### config.mk
export PLATFORM = sky130hd
export DESIGN_NAME = mem_access_unit_flat
export DESIGN_NICKNAME = d
export VERILOG_FILES = /design/src/rtl/mau_pkg.sv /design/src/rtl/mem_access_unit_if.sv /design/src/rtl/mau_lane.sv /design/src/rtl/mem_access_unit.sv /design/src/flat_wrapper.sv
export SDC_FILE = /design/constraint.sdc
export NUM_CORES = 1
export LEC_CHECK = 0
export ABC_AREA = 1
export BUFFER_PORTS_ARGS = -buffer_cell sky130_fd_sc_hd__buf_2
export CORE_UTILIZATION = 35
export CTS_BUF_LIST = sky130_fd_sc_hd__clkbuf_2
export DETAILED_ROUTE_END_ITERATION = 8
export SETUP_SLACK_MARGIN = 0.15
export SYNTH_ARGS = -nofsm -noshare
export SYNTH_HDL_FRONTEND = slang
export SYNTH_SLANG_ARGS = --single-unit
### constraint.sdc
create_clock -name clk -period 3.2 [get_ports clk]
set_input_delay 0.32 -clock clk [delete_from_list [all_inputs] [get_ports clk]]
set_output_delay 0.32 -clock clk [all_outputs]
set_load 0.005 [all_outputs]
### src/rtl/mau_pkg.sv
// Shared definitions for the memory access unit: size codes, decoder control-word
// field positions, FSM state encoding and the request legality check.
package mau_pkg;

    localparam logic [1:0] SZ_WORD    = 2'b00;
    localparam logic [1:0] SZ_HALF    = 2'b01;
    localparam logic [1:0] SZ_BYTE    = 2'b10;
    localparam logic [1:0] SZ_ILLEGAL = 2'b11;

    // Bit positions of the memory fields inside the 15-bit decoder control word.
    localparam int CW_SIZE_HI   = 6;
    localparam int CW_SIZE_LO   = 5;
    localparam int CW_MEM_WRITE = 4;
    localparam int CW_MEM_READ  = 3;
    localparam int CW_LB_LH     = 2;

    typedef enum logic [1:0] {
        ST_IDLE = 2'd0,
        ST_RD   = 2'd1,
        ST_WR   = 2'd2,
        ST_DONE = 2'd3
    } mau_state_e;

    function automatic logic mau_req_err(input logic [1:0] size,
                                         input logic       rd,
                                         input logic       wr,
                                         input logic [1:0] addr_lo);
        logic bad;
        bad = 1'b0;
        if (size == SZ_ILLEGAL)                      bad = 1'b1;
        if (rd && wr)                                bad = 1'b1;
        if (size == SZ_HALF && addr_lo[0])           bad = 1'b1;
        if (size == SZ_WORD && addr_lo != 2'b00)     bad = 1'b1;
        return bad;
    endfunction

endpackage

### src/rtl/mem_access_unit_if.sv
// Word-addressed data-memory bus between the access unit (master) and memory (slave).
interface mem_access_unit_if #(
    parameter int AW = 32
);
    logic          mem_req;
    logic          mem_we;
    logic [AW-3:0] mem_addr;
    logic [31:0]   mem_wdata;
    logic [3:0]    mem_be;
    logic [31:0]   mem_rdata;
    logic          mem_ack;

    modport master (
        output mem_req, mem_we, mem_addr, mem_wdata, mem_be,
        input  mem_rdata, mem_ack
    );

    modport slave (
        input  mem_req, mem_we, mem_addr, mem_wdata, mem_be,
        output mem_rdata, mem_ack
    );
endinterface

### src/rtl/mau_lane.sv
// Combinational byte-lane logic: load extract/extend, read-modify-write merge,
// store-data replication and byte-enable generation (little-endian lanes).
module mau_lane
    import mau_pkg::*;
(
    input  logic [1:0]  size,
    input  logic [1:0]  addr_lo,
    input  logic        load_signed,
    input  logic [31:0] bus_rdata,
    input  logic [31:0] st_data,
    output logic [31:0] ld_data,
    output logic [31:0] merged,
    output logic [31:0] repl,
    output logic [3:0]  be
);

    logic [7:0]  byte_sel;
    logic [15:0] half_sel;

    always_comb begin
        byte_sel = bus_rdata[{addr_lo, 3'b000} +: 8];
        half_sel = addr_lo[1] ? bus_rdata[31:16] : bus_rdata[15:0];
        ld_data  = bus_rdata;
        merged   = st_data;
        repl     = st_data;
        be       = 4'hF;
        case (size)
            SZ_BYTE: begin
                ld_data = {{24{load_signed & byte_sel[7]}}, byte_sel};
                merged  = bus_rdata;
                merged[{addr_lo, 3'b000} +: 8] = st_data[7:0];
                repl    = {4{st_data[7:0]}};
                be      = 4'b0001 << addr_lo;
            end
            SZ_HALF: begin
                ld_data = {{16{load_signed & half_sel[15]}}, half_sel};
                merged  = bus_rdata;
                merged[{addr_lo[1], 4'b0000} +: 16] = st_data[15:0];
                repl    = {2{st_data[15:0]}};
                be      = addr_lo[1] ? 4'b1100 : 4'b0011;
            end
            default: begin
                ld_data = bus_rdata;
                merged  = st_data;
                repl    = st_data;
                be      = 4'hF;
            end
        endcase
    end

endmodule

### src/rtl/mem_access_unit.sv
// Multicycle load/store engine on a 32-bit word bus. Define MAU_BYTE_ENABLE_EN to
// issue sub-word stores as a single byte-enabled write instead of read-modify-write.
module mem_access_unit
    import mau_pkg::*;
#(
    parameter int AW = 32
) (
    input  logic          clk,
    input  logic          rst,
    input  logic          start,
    input  logic [1:0]    size,
    input  logic          mem_write,
    input  logic          mem_read,
    input  logic          load_signed,
    input  logic [AW-1:0] addr,
    input  logic [31:0]   wdata,
    output logic          ready,
    output logic          done,
    output logic          err,
    output logic [31:0]   rdata,
    mem_access_unit_if.master bus
);

    mau_state_e    state_q, state_d;
    logic          err_q, err_d;
    logic [31:0]   rdata_q, rdata_d;
    logic          mem_req_q, mem_req_d;
    logic          mem_we_q, mem_we_d;
    logic [AW-3:0] mem_addr_q, mem_addr_d;
    logic [31:0]   mem_wdata_q, mem_wdata_d;
    logic [3:0]    mem_be_q, mem_be_d;

    logic [1:0]    size_q, size_d;
    logic          load_q, load_d;
    logic          signed_q, signed_d;
    logic [1:0]    addr_lo_q, addr_lo_d;
    logic [31:0]   wdata_q, wdata_d;

    logic          req_err;
    logic          idle;
    logic [1:0]    lane_size;
    logic [1:0]    lane_addr;
    logic [31:0]   lane_st;
    logic [31:0]   lane_ld;
    logic [31:0]   lane_merged;
    logic [31:0]   lane_repl;
    logic [3:0]    lane_be;

    // The lane block sees the live request while idle and the captured one afterwards.
    assign idle      = (state_q == ST_IDLE);
    assign req_err   = mau_req_err(size, mem_read, mem_write, addr[1:0]);
    assign lane_size = idle ? size      : size_q;
    assign lane_addr = idle ? addr[1:0] : addr_lo_q;
    assign lane_st   = idle ? wdata     : wdata_q;

    mau_lane u_lane (
        .size        (lane_size),
        .addr_lo     (lane_addr),
        .load_signed (signed_q),
        .bus_rdata   (bus.mem_rdata),
        .st_data     (lane_st),
        .ld_data     (lane_ld),
        .merged      (lane_merged),
        .repl        (lane_repl),
        .be          (lane_be)
    );

    always_comb begin
        state_d     = state_q;
        err_d       = err_q;
        rdata_d     = rdata_q;
        mem_req_d   = mem_req_q;
        mem_we_d    = mem_we_q;
        mem_addr_d  = mem_addr_q;
        mem_wdata_d = mem_wdata_q;
        mem_be_d    = mem_be_q;
        size_d      = size_q;
        load_d      = load_q;
        signed_d    = signed_q;
        addr_lo_d   = addr_lo_q;
        wdata_d     = wdata_q;

        unique case (state_q)
            ST_IDLE: begin
                if (start) begin
                    size_d     = size;
                    load_d     = mem_read;
                    signed_d   = load_signed;
                    addr_lo_d  = addr[1:0];
                    wdata_d    = wdata;
                    rdata_d    = '0;
                    err_d      = req_err;
                    mem_addr_d = addr[AW-1:2];
                    if (req_err || (!mem_read && !mem_write)) begin
                        state_d = ST_DONE;
                    end else if (mem_read) begin
                        state_d   = ST_RD;
                        mem_req_d = 1'b1;
                        mem_we_d  = 1'b0;
                        mem_be_d  = 4'hF;
                    end else begin
`ifdef MAU_BYTE_ENABLE_EN
                        state_d     = ST_WR;
                        mem_req_d   = 1'b1;
                        mem_we_d    = 1'b1;
                        mem_wdata_d = lane_repl;
                        mem_be_d    = lane_be;
`else
                        mem_req_d = 1'b1;
                        mem_be_d  = 4'hF;
                        if (size == SZ_WORD) begin
                            state_d     = ST_WR;
                            mem_we_d    = 1'b1;
                            mem_wdata_d = wdata;
                        end else begin
                            state_d  = ST_RD;
                            mem_we_d = 1'b0;
                        end
`endif
                    end
                end
            end
            ST_RD: begin
                if (bus.mem_ack) begin
                    if (load_q) begin
                        state_d   = ST_DONE;
                        rdata_d   = lane_ld;
                        mem_req_d = 1'b0;
                        mem_be_d  = 4'h0;
                    end else begin
                        // Sub-word store: write back the fetched word with the new lane merged in.
                        state_d     = ST_WR;
                        mem_we_d    = 1'b1;
                        mem_wdata_d = lane_merged;
                    end
                end
            end
            ST_WR: begin
                if (bus.mem_ack) begin
                    state_d   = ST_DONE;
                    mem_req_d = 1'b0;
                    mem_we_d  = 1'b0;
                    mem_be_d  = 4'h0;
                end
            end
            ST_DONE: begin
                state_d = ST_IDLE;
            end
            default: begin
                state_d = ST_IDLE;
            end
        endcase
    end

    always_ff @(posedge clk) begin
        if (rst) begin
            state_q     <= ST_IDLE;
            err_q       <= 1'b0;
            rdata_q     <= '0;
            mem_req_q   <= 1'b0;
            mem_we_q    <= 1'b0;
            mem_addr_q  <= '0;
            mem_wdata_q <= '0;
            mem_be_q    <= 4'h0;
        end else begin
            state_q     <= state_d;
            err_q       <= err_d;
            rdata_q     <= rdata_d;
            mem_req_q   <= mem_req_d;
            mem_we_q    <= mem_we_d;
            mem_addr_q  <= mem_addr_d;
            mem_wdata_q <= mem_wdata_d;
            mem_be_q    <= mem_be_d;
        end
    end

    // Request capture registers are only read after an accept, so they need no reset.
    always_ff @(posedge clk) begin
        size_q    <= size_d;
        load_q    <= load_d;
        signed_q  <= signed_d;
        addr_lo_q <= addr_lo_d;
        wdata_q   <= wdata_d;
    end

    assign ready         = idle;
    assign done          = (state_q == ST_DONE);
    assign err           = err_q;
    assign rdata         = rdata_q;
    assign bus.mem_req   = mem_req_q;
    assign bus.mem_we    = mem_we_q;
    assign bus.mem_addr  = mem_addr_q;
    assign bus.mem_wdata = mem_wdata_q;
    assign bus.mem_be    = mem_be_q;

endmodule

### src/flat_wrapper.sv
// flat-port wrapper written by rule: the top's interface ports become plain ports
module mem_access_unit_flat import mau_pkg::*;
#(
    parameter int AW = 32
)
  (clk, rst, start, size, mem_write, mem_read, load_signed, addr, wdata, ready, done, err, rdata, bus_mem_req, bus_mem_we, bus_mem_addr, bus_mem_wdata, bus_mem_be, bus_mem_rdata, bus_mem_ack);
  mem_access_unit_if #(.AW(AW)) bus_i ();
  input  logic clk;
  input  logic rst;
  input  logic start;
  input  logic [1:0] size;
  input  logic mem_write;
  input  logic mem_read;
  input  logic load_signed;
  input  logic [AW-1:0] addr;
  input  logic [31:0] wdata;
  output logic ready;
  output logic done;
  output logic err;
  output logic [31:0] rdata;
  output wire logic [$bits(bus_i.mem_req)-1:0] bus_mem_req;
  output wire logic [$bits(bus_i.mem_we)-1:0] bus_mem_we;
  output wire logic [$bits(bus_i.mem_addr)-1:0] bus_mem_addr;
  output wire logic [$bits(bus_i.mem_wdata)-1:0] bus_mem_wdata;
  output wire logic [$bits(bus_i.mem_be)-1:0] bus_mem_be;
  input wire logic [$bits(bus_i.mem_rdata)-1:0] bus_mem_rdata;
  input wire logic [$bits(bus_i.mem_ack)-1:0] bus_mem_ack;
  assign bus_mem_req = bus_i.mem_req;
  assign bus_mem_we = bus_i.mem_we;
  assign bus_mem_addr = bus_i.mem_addr;
  assign bus_mem_wdata = bus_i.mem_wdata;
  assign bus_mem_be = bus_i.mem_be;
  assign bus_i.mem_rdata = bus_mem_rdata;
  assign bus_i.mem_ack = bus_mem_ack;
  mem_access_unit #(.AW(AW)) u_core (.clk(clk), .rst(rst), .start(start), .size(size), .mem_write(mem_write), .mem_read(mem_read), .load_signed(load_signed), .addr(addr), .wdata(wdata), .ready(ready), .done(done), .err(err), .rdata(rdata), .bus(bus_i));
endmodule
==> results.yml <==
worst_hold_path:
  holdCritPathClass: "in2reg"
synth:
  synth.top_cell.area_share: 0.262
  synth_largest_area_cell: "dfxtp_1"
  synth-seq-area-share: 0.413
  ys_types: 34
  syn_avg_cell_area_um2: 6.66
  synthCells: 1137
  ys_top_cells_by_count: "nand2_1, nor2_1, a21oi_1"
  synth_top_family_by_area: "simple AND/OR/NAND/NOR gates"
  yosys_warnings: 0
  synth_flop_cell: "dfxtp_1"
  synth_area_um2: 7570
  yosysMostFrequentCell: "nand2_1"
  yosys.area_share.simple: 0.319
  async_flop_share: 0
  synth-compound-area-share: 0.169
  ys_ff_latch: 137
  synth_fa_ha_area_frac: 0.0149
  synth_edf_count: 38
  synth_mux_area_frac: 0
  synth_top_cells_by_area: "dfxtp_1, nand2_1, edfxtp_1, a21oi_1, nor2_1"
  synth-xor-area-share: 0
  syn_nets: 1251
worst_setup_path:
  startpoint_type: "flip-flop"
  critPathKind: "reg2reg"
  slowest_delay_ps: 400
  critPathMaxFanout: 21
  cpMostUsedCell: "nand2_1"
  crit_path_end_kind: "flip-flop"
  critPathSlowestCell: "ha_1"
  crit_chain: "inv_1 -> ha_2 -> buf_4 -> nand2_1 -> nand2_4 -> ha_1 -> inv_1 -> a21oi_1 -> nand2_1 -> nand2_1 -> nand2_1 -> nand2_1 -> nand2_1 -> a21oi_1"
  cp.arrival_ps: 3420
  crit_required_ps: 3850
routing:
  wire_per_inst_um: 15.9
  drtPass1Iterations: 5
  drt-initial-drc-count: 547
  routed_wl_um: 26800
  detail_route.vias_per_cell: 4.96
  ant_nets: 0
  vias: 8377
  drc: 0
placement:
  io_buffers: 207
  pre_cts_slack_ps: 298
  dp_hpwl_um: 18800
  globalplace.congestion: 0.938
floorplan:
  coreArea_um2: 21100
  pin_count: 208
  fp.dieH_um: 149
  initial_core_util: 0.359
  rows: 53
  die_w_um: 149
  die_area_um2: 22200
clock_tree:
  clkSinkCount: 137
  htree_levels: 4
  cts_tree: "built"
  cts_buffers: 17
  clk_pin_slew_ps: 230
  cts_buffer_depth: 2
  clock-root-buffer: "clkbuf_2"
  clk_latency_ps: 730
  post_cts_buffers: 0
final_layout:
  regArea_um2: 3120
  drive_gt1_frac: 0.203
  fill_cells: 2216
  post-route-util: 0.471
  finalNetCount: 1514
  multi_input_area_um2: 3820
  syn_to_final_growth_pct: 31.2
grt:
  grt_pass1_wl_um: 41600
  first_global_vias: 7874
  grt_usage: 0.242
  grt_max_degree: 58
  antenna_found_initial: 1
  gr-total-overflow: 0
timing:
  fin_crit_ps: 2770
  worst_pin_slew_ps: 930
  finalSetupViolations: 0
  rsz0062_at_grt: "false"
  tns_ps: 0
  hold_viol: 0
  worst_clock_skew_ps: 31.7
  timing.final.max_slew_violations: 0
  fin_crit_sh: 0.864
  fmax_ghz: 0.362
  relSlewSlack: 0.379
  fin_ws_ps: 434
run_status:
  status: "complete, no violations"
power_and_ir_drop:
  powerDensity_nw_per_um2: 917
  irDropWorstVdd_mv: 0.565
  power_leakage_nw: 4.69
run:
  drv_cap: 0
-- layer usage --
layer,routed length (µm),GRT usage,vias to the layer above,share of wire
met1,11900,0.316,3795,0.45
met3,2340,0.0703,33,0.087
li1,-,-,4219,-
met5,0,0,-,0
met4,605,0.0847,0,0.023
met2,11900,0.379,330,0.44
-- state kept, by name, summed over array words and instances, names as in the netlist --
name and cells:
u_core.bus.mem_wdata 32, u_core.rdata 32, u_core.wdata_q 32, u_core.bus.mem_addr 30, u_core.addr_lo_q 2, u_core.size_q 2, u_core.state_q 2, u_core.bus.mem_be 1
u_core.bus.mem_we 1, u_core.err 1, u_core.load_q 1, u_core.signed_q 1
-- layout make-up --
class                   count  share of cell area
multi-input cells         850               0.384
repair inverters            1            0.000504
repair buffers            313               0.209
diodes                      1            0.000252
clock buffers              19             0.00958
well taps                 275              0.0347
inverters                  80              0.0310
clock inverters            13              0.0155
flip-flops and latches    137               0.315
-- placed cells by master, fill, tap and decap left out, types with 3 or more instances in the layout --
cell / Yosys / layout
nor2_1: 137 / 136
inv_1: 75 / 74
o21ai_0: 99 / 99
or2_2: 3 / 3
buf_2: 18 / 207
ha_2: 0 / 3
bufinv_16: 0 / 3
a21oi_1: 134 / 134
nand4_1: 9 / 9
buf_4: 10 / 15
dfxtp_1: 99 / 99
nand3_1: 68 / 68
inv_2: 3 / 3
nand2_1: 354 / 353
edfxtp_1: 38 / 38
dlygate4sd3_1: 0 / 89
clkinv_2: 1 / 5
o21ai_1: 14 / 14
ha_1: 9 / 6
nor2_2: 2 / 3
clkinv_4: 0 / 3
nand2_2: 7 / 8
clkbuf_2: 0 / 19
-- critical path, delay by kind of cell, from the launching register on --
kind / cells / cell delay (ps)
AOI/OAI and AO/OA: 2 / 290
DFF: 1 / 370
and+or+nand+nor: 7 / 710
adders and majority gates: 2 / 740
buffers and inverters: 3 / 600
-- power breakdown --
| group | internal [mW] | switching (mW) | total [mW] |
|---|---|---|---|
| registers | 2.24 | 0.208 | 2.45 |
| clock network | 0.438 | 0.680 | 1.12 |
| logic | 1.72 | 3.82 | 5.54 |
| total | 4.40 | 4.71 | 9.10 |
-- logic make-up after synthesis --
| logic type | count (synthesis) |
|---|---|
| buf+inv | 150 |
| fa+ha+maj | 9 |
| flops | 137 |
| simple gates | 589 |
| compound gates | 252 |
-- path summary, 6_finish.rpt --
kind | startpoint | slack [ps] | endpoint | cells past startpoint
min reg2reg | u_core.bus.mem_wdata[18] | 470 | u_core.bus.mem_wdata[18] | 2
min | bus_mem_rdata[20] | 70 | u_core.rdata[20] | 5
max | u_core.state_q[0] | 430 | u_core.bus.mem_wdata[23] | 14
max reg2reg | u_core.state_q[0] | 430 | u_core.bus.mem_wdata[23] | 14
-- stage by stage --
step | instance area [µm²] | hold WS (ps) | instances | power (mW)
4_1_cts | 9880 | 2.49 | 1685 | 9.08
5_1_grt | 9930 | 4.66 | 1689 | 9.91
3_3_place_gp | 8760 | 451 | 1566 | 7.86
6_report | 9930 | 65.1 | 1689 | 9.10
3_5_place_dp | 8760 | 450 | 1566 | 7.86
2_1_floorplan | 7570 | 419 | 1137 | 6.26
-- timing repair --
item | in CTS | in global routing
gates resized for setup | 0 | 6
endpoints found under the hold margin | 118 | 2
endpoints found under the setup margin | 0 | 39
hold buffers | 87 | 2
Power figures use the tool's default switching activity.
